==> src/rtl/div_pkg.sv <==
// Shared definitions for the multi-cycle divider: state encodings,
// handshake levels and bus widths.
package div_pkg;

  typedef enum logic [1:0] {
    DivFree   = 2'b00,
    DivByZero = 2'b01,
    DivOn     = 2'b10,
    DivEnd    = 2'b11
  } div_state_e;

  localparam logic DivResultReady    = 1'b1;
  localparam logic DivResultNotReady = 1'b0;
  localparam logic DivStart          = 1'b1;
  localparam logic DivStop           = 1'b0;

  localparam int RegBus       = 32;
  localparam int DoubleRegBus = 64;

  localparam logic [RegBus-1:0] ZeroWord = '0;

endpackage

==> src/rtl/div.sv <==
// Radix-2 restoring divider beside execute. One quotient bit per cycle;
// signed operands are divided as magnitudes and sign-corrected at the end.
module div
  import div_pkg::*;
#(
  parameter int DATA_W = 32,
  parameter int CNT_W  = 6
) (
  input  logic                clk,
  input  logic                rst,
  input  logic                signed_div_i,
  input  logic [DATA_W-1:0]   opdata1_i,
  input  logic [DATA_W-1:0]   opdata2_i,
  input  logic                start_i,
  input  logic                annul_i,
  output logic [2*DATA_W-1:0] result_o,
  output logic                ready_o
);

  localparam logic [CNT_W-1:0] CntDone = CNT_W'(DATA_W);

  div_state_e            state_q, state_d;
  logic [CNT_W-1:0]      cnt_q, cnt_d;
  logic [2*DATA_W:0]     work_q, work_d;
  logic [DATA_W-1:0]     divisor_q, divisor_d;
  logic                  dvd_neg_q, dvd_neg_d;
  logic                  dvs_neg_q, dvs_neg_d;
  logic                  signed_q, signed_d;
  logic [2*DATA_W-1:0]   result_q, result_d;
  logic                  ready_q, ready_d;

  // Operand magnitudes at acceptance time; unsigned divides pass through.
  logic [DATA_W-1:0] dvd_abs, dvs_abs;
  assign dvd_abs = (signed_div_i && opdata1_i[DATA_W-1]) ? (ZeroWord - opdata1_i) : opdata1_i;
  assign dvs_abs = (signed_div_i && opdata2_i[DATA_W-1]) ? (ZeroWord - opdata2_i) : opdata2_i;

  // Trial subtraction of the divisor from the upper partial remainder;
  // the top bit set means the divisor did not fit.
  logic [DATA_W:0] diff;
  assign diff = work_q[2*DATA_W:DATA_W] - {1'b0, divisor_q};

  // Final sign correction: quotient negative when signs differ,
  // remainder follows the dividend.
  logic [DATA_W-1:0] quot, rem;
  assign quot = (signed_q && (dvd_neg_q ^ dvs_neg_q)) ? (ZeroWord - work_q[DATA_W-1:0])
                                                      : work_q[DATA_W-1:0];
  assign rem  = (signed_q && dvd_neg_q) ? (ZeroWord - work_q[2*DATA_W:DATA_W+1])
                                        : work_q[2*DATA_W:DATA_W+1];

  // Next-state and datapath updates for each FSM state.
  always_comb begin
    state_d   = state_q;
    cnt_d     = cnt_q;
    work_d    = work_q;
    divisor_d = divisor_q;
    dvd_neg_d = dvd_neg_q;
    dvs_neg_d = dvs_neg_q;
    signed_d  = signed_q;
    result_d  = result_q;
    ready_d   = ready_q;
    case (state_q)
      DivFree: begin
        ready_d  = DivResultNotReady;
        result_d = '0;
        if (start_i == DivStart && !annul_i) begin
          state_d   = (opdata2_i == ZeroWord) ? DivByZero : DivOn;
          cnt_d     = '0;
          divisor_d = dvs_abs;
          dvd_neg_d = opdata1_i[DATA_W-1];
          dvs_neg_d = opdata2_i[DATA_W-1];
          signed_d  = signed_div_i;
          work_d    = {ZeroWord, dvd_abs, 1'b0};
        end
      end
      DivByZero: begin
        result_d = '0;
        if (annul_i) begin
          state_d = DivFree;
          ready_d = DivResultNotReady;
        end else begin
          state_d = DivEnd;
          ready_d = DivResultReady;
        end
      end
      DivOn: begin
        if (annul_i) begin
          // Abandon without ever exposing a partial result.
          state_d  = DivFree;
          ready_d  = DivResultNotReady;
          result_d = '0;
        end else if (cnt_q != CntDone) begin
          if (diff[DATA_W]) work_d = {work_q[2*DATA_W-1:0], 1'b0};
          else              work_d = {diff[DATA_W-1:0], work_q[DATA_W-1:0], 1'b1};
          cnt_d = cnt_q + 1'b1;
        end else begin
          state_d  = DivEnd;
          result_d = {rem, quot};
          ready_d  = DivResultReady;
        end
      end
      DivEnd: begin
        // Hold the result until execute drops start.
        if (start_i == DivStop) begin
          state_d  = DivFree;
          ready_d  = DivResultNotReady;
          result_d = '0;
        end
      end
      default: state_d = DivFree;
    endcase
  end

  // State and datapath registers, synchronously cleared.
  always_ff @(posedge clk) begin
    if (rst) begin
      state_q   <= DivFree;
      cnt_q     <= '0;
      work_q    <= '0;
      divisor_q <= '0;
      dvd_neg_q <= 1'b0;
      dvs_neg_q <= 1'b0;
      signed_q  <= 1'b0;
      result_q  <= '0;
      ready_q   <= DivResultNotReady;
    end else begin
      state_q   <= state_d;
      cnt_q     <= cnt_d;
      work_q    <= work_d;
      divisor_q <= divisor_d;
      dvd_neg_q <= dvd_neg_d;
      dvs_neg_q <= dvs_neg_d;
      signed_q  <= signed_d;
      result_q  <= result_d;
      ready_q   <= ready_d;
    end
  end

  assign result_o = result_q;
  assign ready_o  = ready_q;

endmodule

==> config.mk <==
export PLATFORM = sky130hd
export DESIGN_NAME = div
export DESIGN_NICKNAME = d
export VERILOG_FILES = /design/src/rtl/div_pkg.sv /design/src/rtl/div.sv
export SDC_FILE = /design/constraint.sdc
export NUM_CORES = 1
export LEC_CHECK = 0
export ABC_AREA = 1
export CAP_MARGIN = 25
export CORE_ASPECT_RATIO = 0.6
export CORE_MARGIN = 2
export CORE_UTILIZATION = 30
export CTS_BUF_LIST = sky130_fd_sc_hd__clkbuf_4 sky130_fd_sc_hd__clkbuf_8
export DETAILED_ROUTE_END_ITERATION = 8
export GPL_TIMING_DRIVEN = 0
export PLACE_DENSITY = 0.5
export SYNTH_ARGS = -nofsm -noshare
export SYNTH_HDL_FRONTEND = slang
export SYNTH_SLANG_ARGS = --single-unit
==> constraint.sdc <==
create_clock -name clk -period 5.1 [get_ports clk]
set_input_delay 0.765 -clock clk [delete_from_list [all_inputs] [get_ports clk]]
set_output_delay 0.765 -clock clk [all_outputs]
set_load 0.01 [all_outputs]
Yosys cells after proc, flatten, opt, wreduce, memory -nomap -nowiden. Cells that the tools add are included.

Flip-flop bits (word level): 173. Memory bits (read-only): 0. Word-level logic and storage cells: 68. Latch bits: 0. Input port bits: 69. Bits in writable memories: 0. Memories kept: 0. Output and inout port bits: 65.

Add/subtract/negate cells: 6. Shift operators: 0. Multiply operators: 0. Reductions and logical operators: 14. Bitwise operators: 1. Mux-type cells: 29. $lt $le $gt $ge: 0. Divide/modulo/power cells: 0. Equality and inequality tests: 9.

Operator list (count): $mux W65 (4); $mux W64 (3); $pmux W64 S3 (1); $pmux W65 S2 (1); $mux W32 (4); $sub A1 B32 Y32 const A (4); $sub A33 B32 Y33 (1); $logic_not A32 Y1 (1); $mux W6 (3); $mux W2 (6); $pmux W6 S2 (1); $ne A2 B2 Y1 const B (4); $pmux W2 S4 (1); $add A6 B1 Y6 const B (1); $ne A6 B6 Y1 const B (1); $logic_and A1 B1 Y1 (5); $eq A2 B2 Y1 const B (2); $mux W1 (4); $pmux W1 S4 (1); $reduce_and A2 Y1 (2); $reduce_and A4 Y1 (1); $ne A3 B3 Y1 const B (1); $reduce_and A3 Y1 (1); $eq A2 B1 Y1 const B (1); 5 further kinds (5).

Longest topological paths before layout.
Depth in word-level cells: 6. Mapped depth: 18. Depth with buffers taken out: 17.

Worst setup path after synthesis. Ideal clock, no wire load.

Kind: reg-to-reg. Start point: register work_q[32]. End point: register work_q[39]. Period minus slack after synthesis: 2.226 ns. Cell stages (with the launch flop): 19. Data required time: 4.957 ns. Slack: 2.874 ns. Buffers on the path: 1. Data arrival time: 2.083 ns. Setup time: 0.143 ns. Cell sequence: dfxtp_1 inv_1 ha_1 fa_1 inv_1 nand2_1 nand2_1 nand3_2 nand2_4 nand2_4 nand2_4 nand2_8 nand2_4 nand2_8 nand2_8 buf_12 nand2_4 nand3_2 a21oi_2.

Cells in the longest elaborated chain, start to end: 5.

Ends and longest elaborated chain: start: declaration (line div.sv:24) `logic [2*DATA_W:0] work_q, work_d;`; start signal: assignment (line div.sv:128) `work_q <= work_d;`; $sub A33 B32 Y33 (line div.sv:40) `assign diff = work_q[2*DATA_W:DATA_W] - {1'b0, divisor_q};`; $mux W65 (line div.sv:92) `if (diff[DATA_W]) work_d = {work_q[2*DATA_W-1:0], 1'b0};`; $mux W65 (line div.sv:91) `end else if (cnt_q != CntDone) begin`; $mux W65 (line div.sv:86) `if (annul_i) begin`; $pmux W65 S2 (line div.sv:61) `case (state_q)`.

Every way passes these cells. The select of a mux whose other input is x is not followed. A chain may end at the register's enable or synchronous reset.

Final worst setup path.
Start point: register work_q[32]. End point: register work_q[33].

Cells in the longest elaborated chain, start to end: 5.

Ends and longest elaborated chain (line): $sub A33 B32 Y33 (div.sv:40); $mux W65 * (div.sv:92); $mux W65 * (div.sv:91); $mux W65 * (div.sv:86); $pmux W65 S2 * (div.sv:61).

Every way passes the cells marked *; elsewhere a longest branch is shown, timed or not. The select of a mux whose other input is x is not followed.

==> flow_metrics.env <==
export IMPL_worst_clock_skew_ns=0.0283
export IMPL_synth_net_count=2291
export IMPL_n_fill_cell=4982
export IMPL_synth_edf_count=0
export IMPL_num_antenna_cells=0
export IMPL_synth_compound_area_share_pct=15.0
export IMPL_rsz0062_at_grt="no"
export IMPL_synth_top_family_by_area="simple AND/OR/NAND/NOR gates"
export IMPL_ys_flop_type="dfxtp_1"
export IMPL_grt_antenna_before_repair=2
export IMPL_clk_pin_slew_ns=0.12
export IMPL_ys_warn_count=0
export IMPL_cts_tree="built"
export IMPL_post_route_period_util_pct=59.8
export IMPL_dp_hpwl_um=46400
export IMPL_synth_area_um2=13600
export IMPL_root_buffer="clkbuf_8"
export IMPL_postCtsSetupRepairBufs=0
export IMPL_pin_count=134
export IMPL_syn_avg_cell_area_um2=6.24
export IMPL_grt_pass1_vias=13100
export IMPL_power_density_nw_per_um2=346
export IMPL_async_flop_share_pct=0
export IMPL_rows=60
export IMPL_layout_drive_gt1_share_pct=10.1
export IMPL_worst_path_max_delay_cell="fa_1"
export IMPL_power_leakage_nw=7.23
export IMPL_gr_usage_all_layers_pct=23.1
export IMPL_hold_viol_final=0
export IMPL_die_area_um2=47100
export IMPL_muxShareOfSynthArea_pct=0
export IMPL_placedCellCount=2900
export IMPL_postCtsHoldBufs=0
export IMPL_drc=0
export IMPL_fin_util_pct=35.9
export IMPL_ys_types=48
export IMPL_die_h_um=169
export IMPL_setup_viol=0
export IMPL_area_growth_pct=18.1
export IMPL_first_iter_violations=1618
export IMPL_drt_pass1_iterations=6
export IMPL_required_ns=5.50
export IMPL_power_total_mw=5.56
export IMPL_cpMostUsedCell="nand2_4"
export IMPL_seq_area_frac_synth_pct=25.5
export IMPL_min_period_ns=3.05
export IMPL_viasPerCell=4.99
export IMPL_maxCapViolCount=0
export IMPL_switching_share_pct=51.3
export IMPL_crit_fanout=10
export IMPL_multi_input_area_um2=8480
export IMPL_nets=2443
export IMPL_wl_per_cell_um=18.7
export IMPL_gp_congestion=0.970
export IMPL_p_sw_mw=2.85
export IMPL_fin_cells=2933
export IMPL_grt_ovfl_total=0
export IMPL_drv_slew=0
export IMPL_core_um2=44700
export IMPL_tns_ns=0
export IMPL_grt_max_degree=18
export IMPL_h_tree_depth=4
export IMPL_cts_resized=0
export IMPL_fmax_mhz=328
export IMPL_seq_area_um2=3460
export IMPL_endpoint_kind="register"
export IMPL_peakVddDrop_mv=0.155
export IMPL_status="finished clean"
export IMPL_drt_wl_total_um=54900
export IMPL_die_x_um=279
export IMPL_initial_core_util_pct=30.4
export IMPL_max_stage_delay_ns=0.46
export IMPL_synth_simple_area_share_pct=40.2
export IMPL_synth_cells=2179
export IMPL_relSlewSlack_pct=32.1
export IMPL_clkSinkCount=173
export IMPL_path_class="reg -> reg"
export IMPL_synth_adder_area_share_pct=4.01
export IMPL_path_cells="inv_1 > ha_1 > fa_1 > inv_1 > nand2_1 > nand2_1 > nand3_2 > nand2_4 > nand2_4 > nand2_4 > nand2_8 > nand3_4 > buf_2 > nand3_2 > nand3_1 > a21oi_1"
export IMPL_pwr_share_seq_pct=31.7
export IMPL_cts_inserted_buffers=17
export IMPL_cp_start_kind="register"
export IMPL_p_int_mw=2.71
export IMPL_power_share_clock_pct=17.5
export IMPL_synth_xor_xnor_area_share_pct=3.16
export IMPL_io_buffers=132
export IMPL_min_path_type="reg -> reg"
export IMPL_yosys_register_bits=173
export IMPL_vias=14600
export IMPL_ctsLongestPathBuffers=2
export IMPL_crit_arrival_ns=3.45
export IMPL_grt_pass1_wl_um=81400
export IMPL_combPwrFrac_pct=50.8
export IMPL_holdWs_ns=0.470
export IMPL_worst_pin_slew_ns=1.02
export IMPL_clock_latency_ns=0.53
export IMPL_ant_nets=0
[critical path: cells and delay by family, from the launching register on]
family                     cells  cell delay, ns
AOI/OAI and AO/OA              1            0.11
and+or+nand+nor               10            1.07
DFF                            1            0.35
buffers and inverters          3            0.55
adders and majority gates      2            0.82
[sequential cells by signal, indices dropped and copies added (netlist names)]
name and count:
work_q 65, result_o 64, divisor_q 32, cnt_q 6
state_q 2, dvd_neg_q 1, dvs_neg_q 1, ready_o 1
signed_q 1
[power by group through the flow]
stage                     clock network [mW]  logic (mW)  registers [mW]
after floorplan                            0        1.88            1.65
after global placement                     0        2.73            1.77
after detailed placement                   0        2.74            1.77
after CTS                               1.00        2.76            1.74
after global routing                    1.05        3.10            1.77
final                                  0.973        2.83            1.76
[cell families (layout without fill, tap and decap cells)]
family / Yosys count / after routing
flip-flops: 173 / 173
XOR/XNOR: 49 / 49
buffers and inverters: 402 / 567
adder cells (fa/ha/maj): 43 / 43
AO/OA/AOI/OAI: 354 / 354
AND/OR/NAND/NOR: 1158 / 1158
[cells in the final DEF (no fill, tap or decap), drive strengths merged, types with 4 or more instances in the layout]
cell type,Yosys,layout
nand2,667,667
inv,319,325
nand3,209,209
a21oi,206,206
nor2,180,180
dfxtp,173,173
clkdlybuf4s50,0,132
o21ai,94,94
clkbuf,46,65
ha,42,42
nor3,39,39
buf,34,35
xor2,34,34
nand3b,25,25
nand4,21,21
a22oi,20,20
xnor2,15,15
a31oi,12,12
o211ai,10,10
o21bai,7,7
or2,6,6
clkinv,3,6
and2,5,5
clkinvlp,0,4
[area by class of cell]
cell class	count	area share [%]
well taps	589	4.59
multi-input cells	1604	52.8
flip-flops and latches	173	21.6
repair buffers	133	8.32
clock inverters	13	0.787
inverters	322	7.53
clock buffers	19	1.59
plain buffers	80	2.76
[layer usage]
layer	vias up	routed length, um	track usage [%]	part of all wire [%]
met2	579	18700	27.6	34
met4	0	325	2.99	0.59
met1	6752	30600	39.2	56
met3	26	5220	5.98	9.5
met5	-	0	0	0
li1	7290	-	-	-
[cell usage after synthesis (6+ instances only)]
library cell	number	area, um^2
xnor2_1	15	131
nor2_2	11	68.8
o21bai_1	7	52.6
nor3_1	30	150
buf_6	8	90.1
nand2_1	613	2300
xor2_1	34	298
inv_1	302	1130
buf_4	7	52.6
a31oi_1	12	75.1
nand2_4	24	270
nand3b_1	25	188
clkbuf_1	45	169
o21ai_1	12	60.1
buf_1	6	22.5
nand4_1	21	131
inv_2	17	63.8
a22oi_1	20	150
nor3_2	9	90.1
a21oi_2	30	263
buf_2	11	55.1
nand2_2	27	169
nand3_1	166	831
nand3_2	41	410
o211ai_1	10	75.1
o21ai_0	81	405
a21oi_1	173	866
nor2_1	167	627
dfxtp_1	173	3460
ha_1	42	526
[per-stage QoR]
stage	worst slack, ns	instance area [um^2]
after floorplan	2.87	13600
after global placement	1.76	15700
after detailed placement	1.77	15700
after CTS	2.08	16000
after global routing	1.94	16100
final	2.05	16100
[final timing paths]
check,start,to,slack [ns],cells past startpoint
worst max-delay path,work_q[32]$_SDFFE_PP0P_,work_q[33]$_SDFFE_PP0P_,2.05,16
worst min register to register,result_o[23]$_SDFFE_PP0P_,result_o[23]$_SDFFE_PP0P_,0.47,2
worst min-delay path,result_o[23]$_SDFFE_PP0P_,result_o[23]$_SDFFE_PP0P_,0.47,2
worst max register to register,work_q[32]$_SDFFE_PP0P_,work_q[33]$_SDFFE_PP0P_,2.05,16
Power figures use the tool's default switching activity.
